===== src/rtl/prng_ctrl.sv =====
// prng_ctrl: UART command sequencer for a Rule-90 PRNG ('S' + 8 seed bytes, 'G' + count).
// Optional inter-byte timeout in SEED/GEN_LEN when PRNG_CTRL_TIMEOUT_EN is defined.
module prng_ctrl #(
    parameter int         STEP_LATENCY   = 2,
    parameter logic [7:0] CMD_SEED       = 8'h53,
    parameter logic [7:0] CMD_GEN        = 8'h47,
    parameter int         TIMEOUT_CYCLES = 1000000
) (
    input  logic        clk,
    input  logic        reset,
    input  logic [7:0]  rx_byte,
    input  logic        rx_byte_valid,
    output logic [63:0] prng_data,
    output logic        prng_valid,
    input  logic [1:0]  q_in,
    output logic [7:0]  tx_data,
    output logic        tx_valid,
    input  logic        tx_ready,
    output logic        busy,
    output logic        err
);
    typedef enum logic [2:0] {IDLE, SEED, LOAD, GEN_LEN, STEP, WAIT, SEND} state_t;
    state_t state, state_n;
    logic [63:0] seed, seed_n;
    logic [2:0]  byte_cnt, pair_cnt;
    logic [7:0]  remaining, pack;
    logic [3:0]  wait_cnt;
    logic        seeding, err_n, timeout, wait_done;
    assign seed_n     = {seed[55:0], rx_byte};
    assign wait_done  = wait_cnt == 4'(STEP_LATENCY - 1);
    assign prng_valid = state == LOAD || state == STEP;
    assign tx_valid   = state == SEND;
    assign tx_data    = pack;
    assign busy       = state != IDLE;
`ifdef PRNG_CTRL_TIMEOUT_EN
    localparam int TW = $clog2(TIMEOUT_CYCLES + 1);
    logic [TW-1:0] idle_cnt;
    logic          in_rx;
    assign in_rx   = state == SEED || state == GEN_LEN;
    assign timeout = in_rx && !rx_byte_valid && idle_cnt == TW'(TIMEOUT_CYCLES - 1);
    always_ff @(posedge clk) begin
        if (!reset || !in_rx || rx_byte_valid || timeout) idle_cnt <= '0;
        else idle_cnt <= idle_cnt + 1'b1;
    end
`else
    logic unused_timeout;
    assign timeout        = 1'b0;
    assign unused_timeout = TIMEOUT_CYCLES[0];
`endif
    always_comb begin
        state_n = state;
        err_n   = 1'b0;
        case (state)
            IDLE: if (rx_byte_valid) begin
                state_n = rx_byte == CMD_SEED ? SEED : rx_byte == CMD_GEN ? GEN_LEN : IDLE;
                err_n   = rx_byte != CMD_SEED && rx_byte != CMD_GEN;
            end
            SEED: if (rx_byte_valid && byte_cnt == 3'd7) begin
                state_n = seed_n != '0 ? LOAD : IDLE;
                err_n   = seed_n == '0;
            end
            LOAD:    state_n = WAIT;
            GEN_LEN: if (rx_byte_valid) state_n = rx_byte != 8'd0 ? STEP : IDLE;
            STEP:    state_n = WAIT;
            WAIT:    if (wait_done) state_n = seeding ? IDLE : pair_cnt == 3'd3 ? SEND : STEP;
            SEND:    if (tx_ready) state_n = remaining == 8'd1 ? IDLE : STEP;
            default: state_n = IDLE;
        endcase
        // Bytes arriving while the PRNG is being driven are dropped, not queued
        if (rx_byte_valid && state inside {LOAD, STEP, WAIT, SEND}) err_n = 1'b1;
        if (timeout) begin
            state_n = IDLE;
            err_n   = 1'b1;
        end
    end
    always_ff @(posedge clk) begin
        if (!reset) begin
            state     <= IDLE;
            seed      <= '0;
            byte_cnt  <= '0;
            pair_cnt  <= '0;
            remaining <= '0;
            pack      <= '0;
            wait_cnt  <= '0;
            seeding   <= 1'b0;
            prng_data <= '0;
            err       <= 1'b0;
        end else begin
            state    <= state_n;
            err      <= err_n;
            seeding  <= state == LOAD ? 1'b1 : state == STEP ? 1'b0 : seeding;
            wait_cnt <= state == WAIT && !wait_done ? wait_cnt + 4'd1 : 4'd0;
            if (state_n == LOAD) prng_data <= seed_n;
            else if (state_n == STEP) prng_data <= '0;
            if (state == IDLE) byte_cnt <= '0;
            if (state == SEED && rx_byte_valid) begin
                seed     <= seed_n;
                byte_cnt <= byte_cnt + 3'd1;
            end
            if (state == GEN_LEN && rx_byte_valid) begin
                remaining <= rx_byte;
                pair_cnt  <= '0;
            end
            // First sample of a byte shifts up to bits [7:6]
            if (state == WAIT && wait_done && !seeding) begin
                pack     <= {pack[5:0], q_in};
                pair_cnt <= pair_cnt + 3'd1;
            end
            if (state == SEND && tx_ready) begin
                remaining <= remaining - 8'd1;
                pair_cnt  <= '0;
            end
        end
    end
endmodule


===== config.mk =====
export PLATFORM = sky130hd
export DESIGN_NAME = prng_ctrl
export DESIGN_NICKNAME = d
export VERILOG_FILES = /design/src/rtl/prng_ctrl.sv
export SDC_FILE = /design/constraint.sdc
export NUM_CORES = 1
export LEC_CHECK = 0
export CAP_MARGIN = 20
export CORE_MARGIN = 4
export CORE_UTILIZATION = 35
export DETAILED_ROUTE_END_ITERATION = 12
export PLACE_DENSITY = 0.62
export SLEW_MARGIN = 5
export SYNTH_ARGS = -nofsm -noshare
export SYNTH_HDL_FRONTEND = slang
export SYNTH_SLANG_ARGS = --single-unit

===== constraint.sdc =====
create_clock -name clk -period 2.5 [get_ports clk]
set_input_delay 0.5 -clock clk [delete_from_list [all_inputs] [get_ports clk]]
set_output_delay 0.5 -clock clk [all_outputs]
set_load 0.01 [all_outputs]

==> summary.md, run 1 <==
| Metric | Value |
|---|---|
| Worst reg2reg path depth | 8 |
| I/O Buffers | around 90 |
| Unrepaired setup endpoints after global routing | false |
| Met2 Use GR | 26.7% |
| Wire per inst | between 15 and 20 um |
| Initial Utilization | a little over a third |
| Final wirelength | ~18 mm |
| Ranking of synthesized cells by area | dfxtp_1 47%, nand2_1 11%, o2111ai_1 8.7%, o31ai_1 7.5%, a21oi_1 5.1% |
| Avg Cell Area, Syn | 8.45 sq um |
| Tmin final | 2.39 ns |
| Critical path class | reg2out |
| # DRC | 0 |
| Fmax | 419 MHz |
| Mapped Nets | ~780 |
| Post-synthesis simple-gate area fraction | 19.8% |
| CTS tree | yes |
| Synth Area in Compound Gates | about a quarter |
| M1 GR Usage | between 20% and 30% |
| Synth area leader | dfxtp_1 |
| Routed Antenna Nets | 0 |
| Synth Instances | between 700 and 800 |
| Clock Tree Root | clkbuf_16 |
| Net count, final | approximately 860 |
| Worst path required time | ~2 ns |
| Vias/cell | approximately 5.5 |
| Hold Crit Depth | 3 |
| Pre-antenna DRT Iters | 5 |
| Post-CTS setup buffers | 0 |
| Setup TNS Final | 0 ns |
| Cell with the most instances after synthesis | nand2_1 |
| GR Util All Layers | 17.6% |
| Multiplexer area fraction after synthesis | 1.42% |
| Total grt overflow | 0 |
| XOR/XNOR Fraction of Synth Area | 0.545% |
| P_leak | 2.82 nW |
| Clock Latency Late Sink | 0.43 ns |
| Critical Path End | busy |
| Clk_skew | ~0.0086 ns |
| Status | completed |
| Top FF cell, synth | dfxtp_1 |
| Post-CTS Hold Buffers | 0 |
| Worst hold slack | ~0.44 ns |
| Worst-case clock buffer depth | 2 |
| # H-tree levels | 4 |
| Max FO, Critical Path | 10 |
| DRT iter0 DRCs | between 500 and 600 |
| Worst VDD drop | between 0.0005 and 0.0006 V |
| Post-synth EDFFs | 0 |
| Fin util | 46.4% |
| P per Cell Area | between 600 and 700 nW/um^2 |
| Slew Viols, Final | 0 |
| Post-Synth Adder-Cell Area | about 1.6% |
| GP Congestion | roughly 0.86 |
| Main combinational cell family by area after synthesis | compound AO/OA/AOI/OAI gates |
| GRT met3 Usage | 4.36% |
| Synth Warn # | 0 |
| ANT cells | 0 |
| Period utilisation layout | between 90% and 100% |
| Crit. End Element | output port |
| Design Power | approximately 5.1 mW |
| Initial antenna violation count | 0 |
| HP Start | reset |
| Maxcap violations | 0 |
| Synth top area share | about 47% |
| Actual slew at the worst max-slew pin | 0.590 ns |
| CTS Buf Count | 17 |
| CTS sink cnt | roughly 150 |
| Hpwl dp | roughly 12 mm |
| Num rows | 49 |
| Critical Path Start | state[1] |
| Via count | about 6,000 |
| Core area | ~18,000 sq um |
| Worst reg2reg setup slack | 0.18 ns |
| Worst path arrival time | 1.89 ns |
| # setup viols final | 0 |
| Io pins | 90 |
| Worst Setup Start Kind | register |
| First-pass GRT wire length | 29.3 mm |
| Distinct cells, synth | 45 |
| Post-Syn Area | between 6000 and 7000 sq um |
| Reg2reg end | prng_data[7] |
| Share of layout cells above drive strength 1 | 12.1% |
| Sequential element share of the synthesized area | 47.0% |
| Most crowded layer after global routing | met2 |
| Resized cells post-CTS | 1 |
| Clk slew on worst S/H paths | ~0.07 ns |
| Die area | just over 20,000 sq um |
| FILL cells | between 1,500 and 2,000 |
| Worst min path class | in2reg |
| Layout overhead on the synthesized area | 30.0% |
| Largest net degree at the start of global routing | between 60 and 70 |
| Final hold violation count | 0 |
| Worst R2R Start | byte_cnt[0] |
| Vias in the first global route | roughly 5,600 |
| Synth cell count leaders | 185 x nand2_1, 151 x dfxtp_1, 66 x a21oi_1, 64 x o2111ai_1, 64 x o31ai_1 |
| Synthesized flop and latch total | 151 |
| Die height | 144 um |
| Die width | 144 um |
| Slew Limit Headroom | 60.6% |
| Post-synth ARST share | 0% |
## report_power, final
group          switching (mW)  internal, mW  leakage, nW
Combinational          0.0871        0.0463         1.33
Sequential            0.00207          2.41         1.22
Clock                    1.06          1.46        0.277
Total                    1.15          3.92         2.82
## state kept, by name (all words and copies together) (netlist names)
| name | count |
|---|---|
| prng_data | 64 |
| seed | 56 |
| remaining | 8 |
| tx_data | 8 |
| wait_cnt | 4 |
| byte_cnt | 3 |
| pair_cnt | 3 |
| state | 3 |
| err | 1 |
| seeding | 1 |
## per-stage QoR
stage               worst slack (ns)  instance area [sq um]  instances
finish                         0.114                   8360       1083
CTS                          0.00173                   8310       1083
global route                  0.0363                   8360       1083
detailed placement            -0.376                   7720       1051
floorplan                      0.287                   6430        761
global placement              -0.281                   7720       1051
## layer usage
layer  share of wire (%)  wire, um
met1                  48      8570
met2                  45      8040
met3                 4.8       858
met4                 2.0       355
met5                   0         0
## final cells by class
class	instances	area [sq um]	share of cell area [%]
Multi-Input combinational cell	526	3110	37.2
Sequential cell	151	3020	36.2
Timing Repair Buffer	138	1330	15.9
Clock buffer	20	467	5.58
Tap cell	229	287	3.43
Clock inverter	12	116	1.39
Inverter	7	26.3	0.314
## worst max-delay path, stage by stage, from the launching register on
cell             delay, ns
dfxtp_1               0.36
buf_4                 0.19
or3_1                 0.41
clkdlybuf4s50_1       0.51
## placed cells by master (no fill, tap or decap), drive strengths merged, types with 3 or more instances in the layout
cell type        n
nand4b           4
clkinvlp         4
a31oi            4
inv             11
o31ai           64
nand4            8
buf             50
clkbuf          20
dfxtp          151
o2111ai         64
nor4            17
nor3             4
ha               8
clkinv           3
mux2i            8
nand3            9
a21oi           66
and4b            3
o21ai           10
nor2            37
a22oi            3
nor2b            3
clkdlybuf4s50   88
nand2          185
## kinds of logic (layout without fill, tap and decap cells)
kind of cell	Yosys count	count (layout)
AO/OA/AOI/OAI	220	220
adder cells (fa/ha/maj)	8	8
XOR/XNOR	4	4
flip-flops	151	151
multiplexers	9	9
buffers and inverters	84	177
AND/OR/NAND/NOR	285	285
## worst min path at each step
stage	to	slack (ns)
6_report	prng_data[52]	0.44
4_1_cts	prng_data[48]	0.43
2_1_floorplan	wait_cnt[0]	0.43
3_5_place_dp	prng_data[30]	0.45
3_3_place_gp	prng_data[20]	0.44
5_1_grt	prng_data[44]	0.45
(Power assumes the default switching activity.)
==> inputs of run 2 (changes only) <==
--- a/config.mk
+++ b/config.mk
@@ -6,10 +6,12 @@
 export NUM_CORES = 1
 export LEC_CHECK = 0
 export CAP_MARGIN = 20
-export CORE_MARGIN = 4
+export CELL_PAD_IN_SITES_DETAIL_PLACEMENT = 0
+export CELL_PAD_IN_SITES_GLOBAL_PLACEMENT = 1
+export CORE_MARGIN = 2
 export CORE_UTILIZATION = 35
 export DETAILED_ROUTE_END_ITERATION = 12
-export PLACE_DENSITY = 0.62
+export PLACE_DENSITY = 0.77
 export SLEW_MARGIN = 5
 export SYNTH_ARGS = -nofsm -noshare
 export SYNTH_HDL_FRONTEND = slang
==> summary.md, run 2 (same netlist as run 1, synthesis figures left out) <==
| Metric | Value |
|---|---|
| Most crowded layer after global routing | met2 (unchanged) |
| Final hold violation count | 0 (unchanged) |
| Slew Viols, Final | 0 (unchanged) |
| CTS tree | yes (unchanged) |
| Largest net degree at the start of global routing | 61 (unchanged) |
| Die width | 140 um (was 144 um) |
| Die height | 140 um (was 144 um) |
| Crit-path cells | inv_1, nor3_1, clkdlybuf4s50_1 (was buf_4, or3_1, clkdlybuf4s50_1) |
| Hold Crit Depth | 3 (unchanged) |
| HP Start | reset (unchanged) |
| # setup viols final | 0 (unchanged) |
| Crit. End Element | output port (unchanged) |
| Clock Latency Late Sink | 0.43 ns (about the same) |
| P_leak | 2.82 nW (about the same) |
| Vias/cell | 5.44 (was 5.49) |
| Clock Tree Root | clkbuf_16 (unchanged) |
| Design Power | 5.18 mW (was 5.07 mW) |
| GRT met3 Usage | 3.37% (was 4.36%) |
| DP Area | 7730 sq um (was 7720 sq um) |
| CP bufs+invs | 2 (unchanged) |
| Worst min path class | in2reg (unchanged) |
| Place WS | -0.411 ns (was -0.376 ns) |
| GP Congestion | 0.828 (was 0.856) |
| DRT iter0 DRCs | 490 (was 516) |
| Post-route cell area | 8370 sq um (was 8360 sq um) |
| Routed Antenna Nets | 0 (unchanged) |
| Tmin final | 2.38 ns (was 2.39 ns) |
| Unrepaired setup endpoints after global routing | false (unchanged) |
| Worst-case clock buffer depth | 2 (unchanged) |
| Setup ws final | 0.120 ns (was 0.114 ns) |
| Wire per inst | 16.4 um (was 16.5 um) |
| Io pins | 90 (unchanged) |
| Reg2reg end | prng_data[17] (was prng_data[7]) |
| Hold Path End | prng_data[50] (was prng_data[52]) |
| Post-CTS setup buffers | 0 (unchanged) |
| Cell depth of the worst setup path | 3 (unchanged) |
| Post-CTS Hold Buffers | 0 (unchanged) |
| Worst path arrival time | 1.88 ns (was 1.89 ns) |
| Core area | 18,000 sq um (about the same) |
| CTS sink cnt | 151 (unchanged) |
| Fin util | 46.6% (was 46.4%) |
| Status | completed (unchanged) |
| Clk slew on worst S/H paths | 0.06 ns (was 0.07 ns) |
| Met2 Use GR | 28.6% (was 26.7%) |
| Slowest stage delay, CP | 0.58 ns (was 0.51 ns) |
| Worst reg2reg path depth | 8 (unchanged) |
| Slew Limit Headroom | 56.6% (was 60.6%) |
| Share of layout cells above drive strength 1 | 12.1% (about the same) |
| Worst path required time | 2.00 ns (about the same) |
| Cell family with most CP delay | buffers and inverters (unchanged) |
| Final wirelength | 17.8 mm (about the same) |
| Actual slew at the worst max-slew pin | 0.649 ns (was 0.590 ns) |
| Critical path class | reg2out (unchanged) |
| Clk_skew | 0.00998 ns (was 0.00863 ns) |
| I/O Buffers | 89 (unchanged) |
| Initial antenna violation count | 0 (unchanged) |
| Maxcap violations | 0 (unchanged) |
| Total grt overflow | 0 (unchanged) |
| Pre-antenna DRT Iters | 6 (was 5) |
| ANT cells | 0 (unchanged) |
| Vias in the first global route | 5,523 (was 5,576) |
| Layout overhead on the synthesized area | 30.2% (was 30.0%) |
| M1 GR Usage | 26.0% (was 24.5%) |
| Worst VDD drop | 0.000492 V (was 0.000523 V) |
| P per Cell Area | 619 nW/um^2 (was 606 nW/um^2) |
| Largest Register | prng_data (unchanged) |
| Top Registers | prng_data x64, seed x56 (unchanged) |
| First-pass GRT wire length | 29.3 mm (about the same) |
| CTS Buf Count | 17 (unchanged) |
| Worst reg2reg setup slack | 0.13 ns (was 0.18 ns) |
| Via count | 5,910 (was 5,941) |
| CP max-delay cell | clkdlybuf4s50_1 (unchanged) |
| Initial Utilization | 35.8% (was 35.7%) |
| Commonest non-fill, non-tap cell in the layout | nand2_1 (unchanged) |
| Period utilisation layout | 95.2% (was 95.4%) |
| Worst R2R Start | byte_cnt[0] (unchanged) |
| Hpwl dp | 11.8 mm (was 11.7 mm) |
| Worst Setup Start Kind | register (unchanged) |
| Die area | 19,500 sq um (was 20,600 sq um) |
| # H-tree levels | 4 (unchanged) |
| Net count, final | 867 (was 863) |
| Fmax | 420 MHz (was 419 MHz) |
| # DRC | 0 (unchanged) |
| Commonest non-fill, non-tap cells in the layout | 184 x nand2_1, 149 x dfxtp_1, 88 x clkdlybuf4s50_1 (was 184 x nand2_1, 150 x dfxtp_1, 88 x clkdlybuf4s50_1) |
| Num rows | 49 (unchanged) |
| GR Util All Layers | 18.4% (was 17.6%) |
| Max FO, Critical Path | 16 (was 10) |
| Largest register FFs | 64 (unchanged) |
## run 2: repair_timing
action                                  in CTS  in global routing
resized for setup                            5                  4
endpoints found under the setup margin      20                  3
endpoints found under the hold margin        0                  0
## run 2: layout make-up
class	instances	area, sq um
Clock buffer	18	429
Multi-Input combinational cell	526	3090
Timing Repair Buffer	142	1340
Sequential cell	151	3030
Clock inverter	14	174
Inverter	7	26.3
Tap cell	229	287
Fill cell	1792	9590
## run 2: tightest hold or removal path: stages
cell	delay (ns)
buf_4	0.19
nand2_1	0.09
o31ai_1	0.05
## run 2: stage by stage
step                      hold slack, ns  TNS [ns]  std cells
after floorplan                    0.434         0        761
after global placement             0.446    -20.67       1055
after detailed placement           0.448    -24.37       1055
after CTS                          0.446         0       1087
after global routing               0.465         0       1087
final                              0.452         0       1087
## run 2: worst max-delay path by stage
stage	slack, ns	to	start
6_report	0.12	tx_valid	state[2]
5_1_grt	0.02	prng_data[58]	byte_cnt[0]
4_1_cts	0.09	tx_valid	state[2]
3_5_place_dp	-0.41	prng_data[4]	rx_byte_valid
3_3_place_gp	-0.34	prng_data[43]	rx_byte_valid
2_1_floorplan	0.29	prng_data[54]	rx_byte_valid
## run 2: layer usage
| metal | part of all wire, % | wire [um] | vias up |
|---|---|---|---|
| li1 | - | - | 2966 |
| met2 | 45 | 8060 | 129 |
| met4 | 1.6 | 278 | 0 |
| met5 | 0 | 0 | - |
| met3 | 3.7 | 662 | 22 |
| met1 | 49 | 8780 | 2793 |
## run 2: power breakdown
part	internal [mW]	leakage [nW]	switching, mW
combinational	0.0461	1.32	0.0882
clock	1.58	0.284	1.06
sequential	2.41	1.22	0.00176
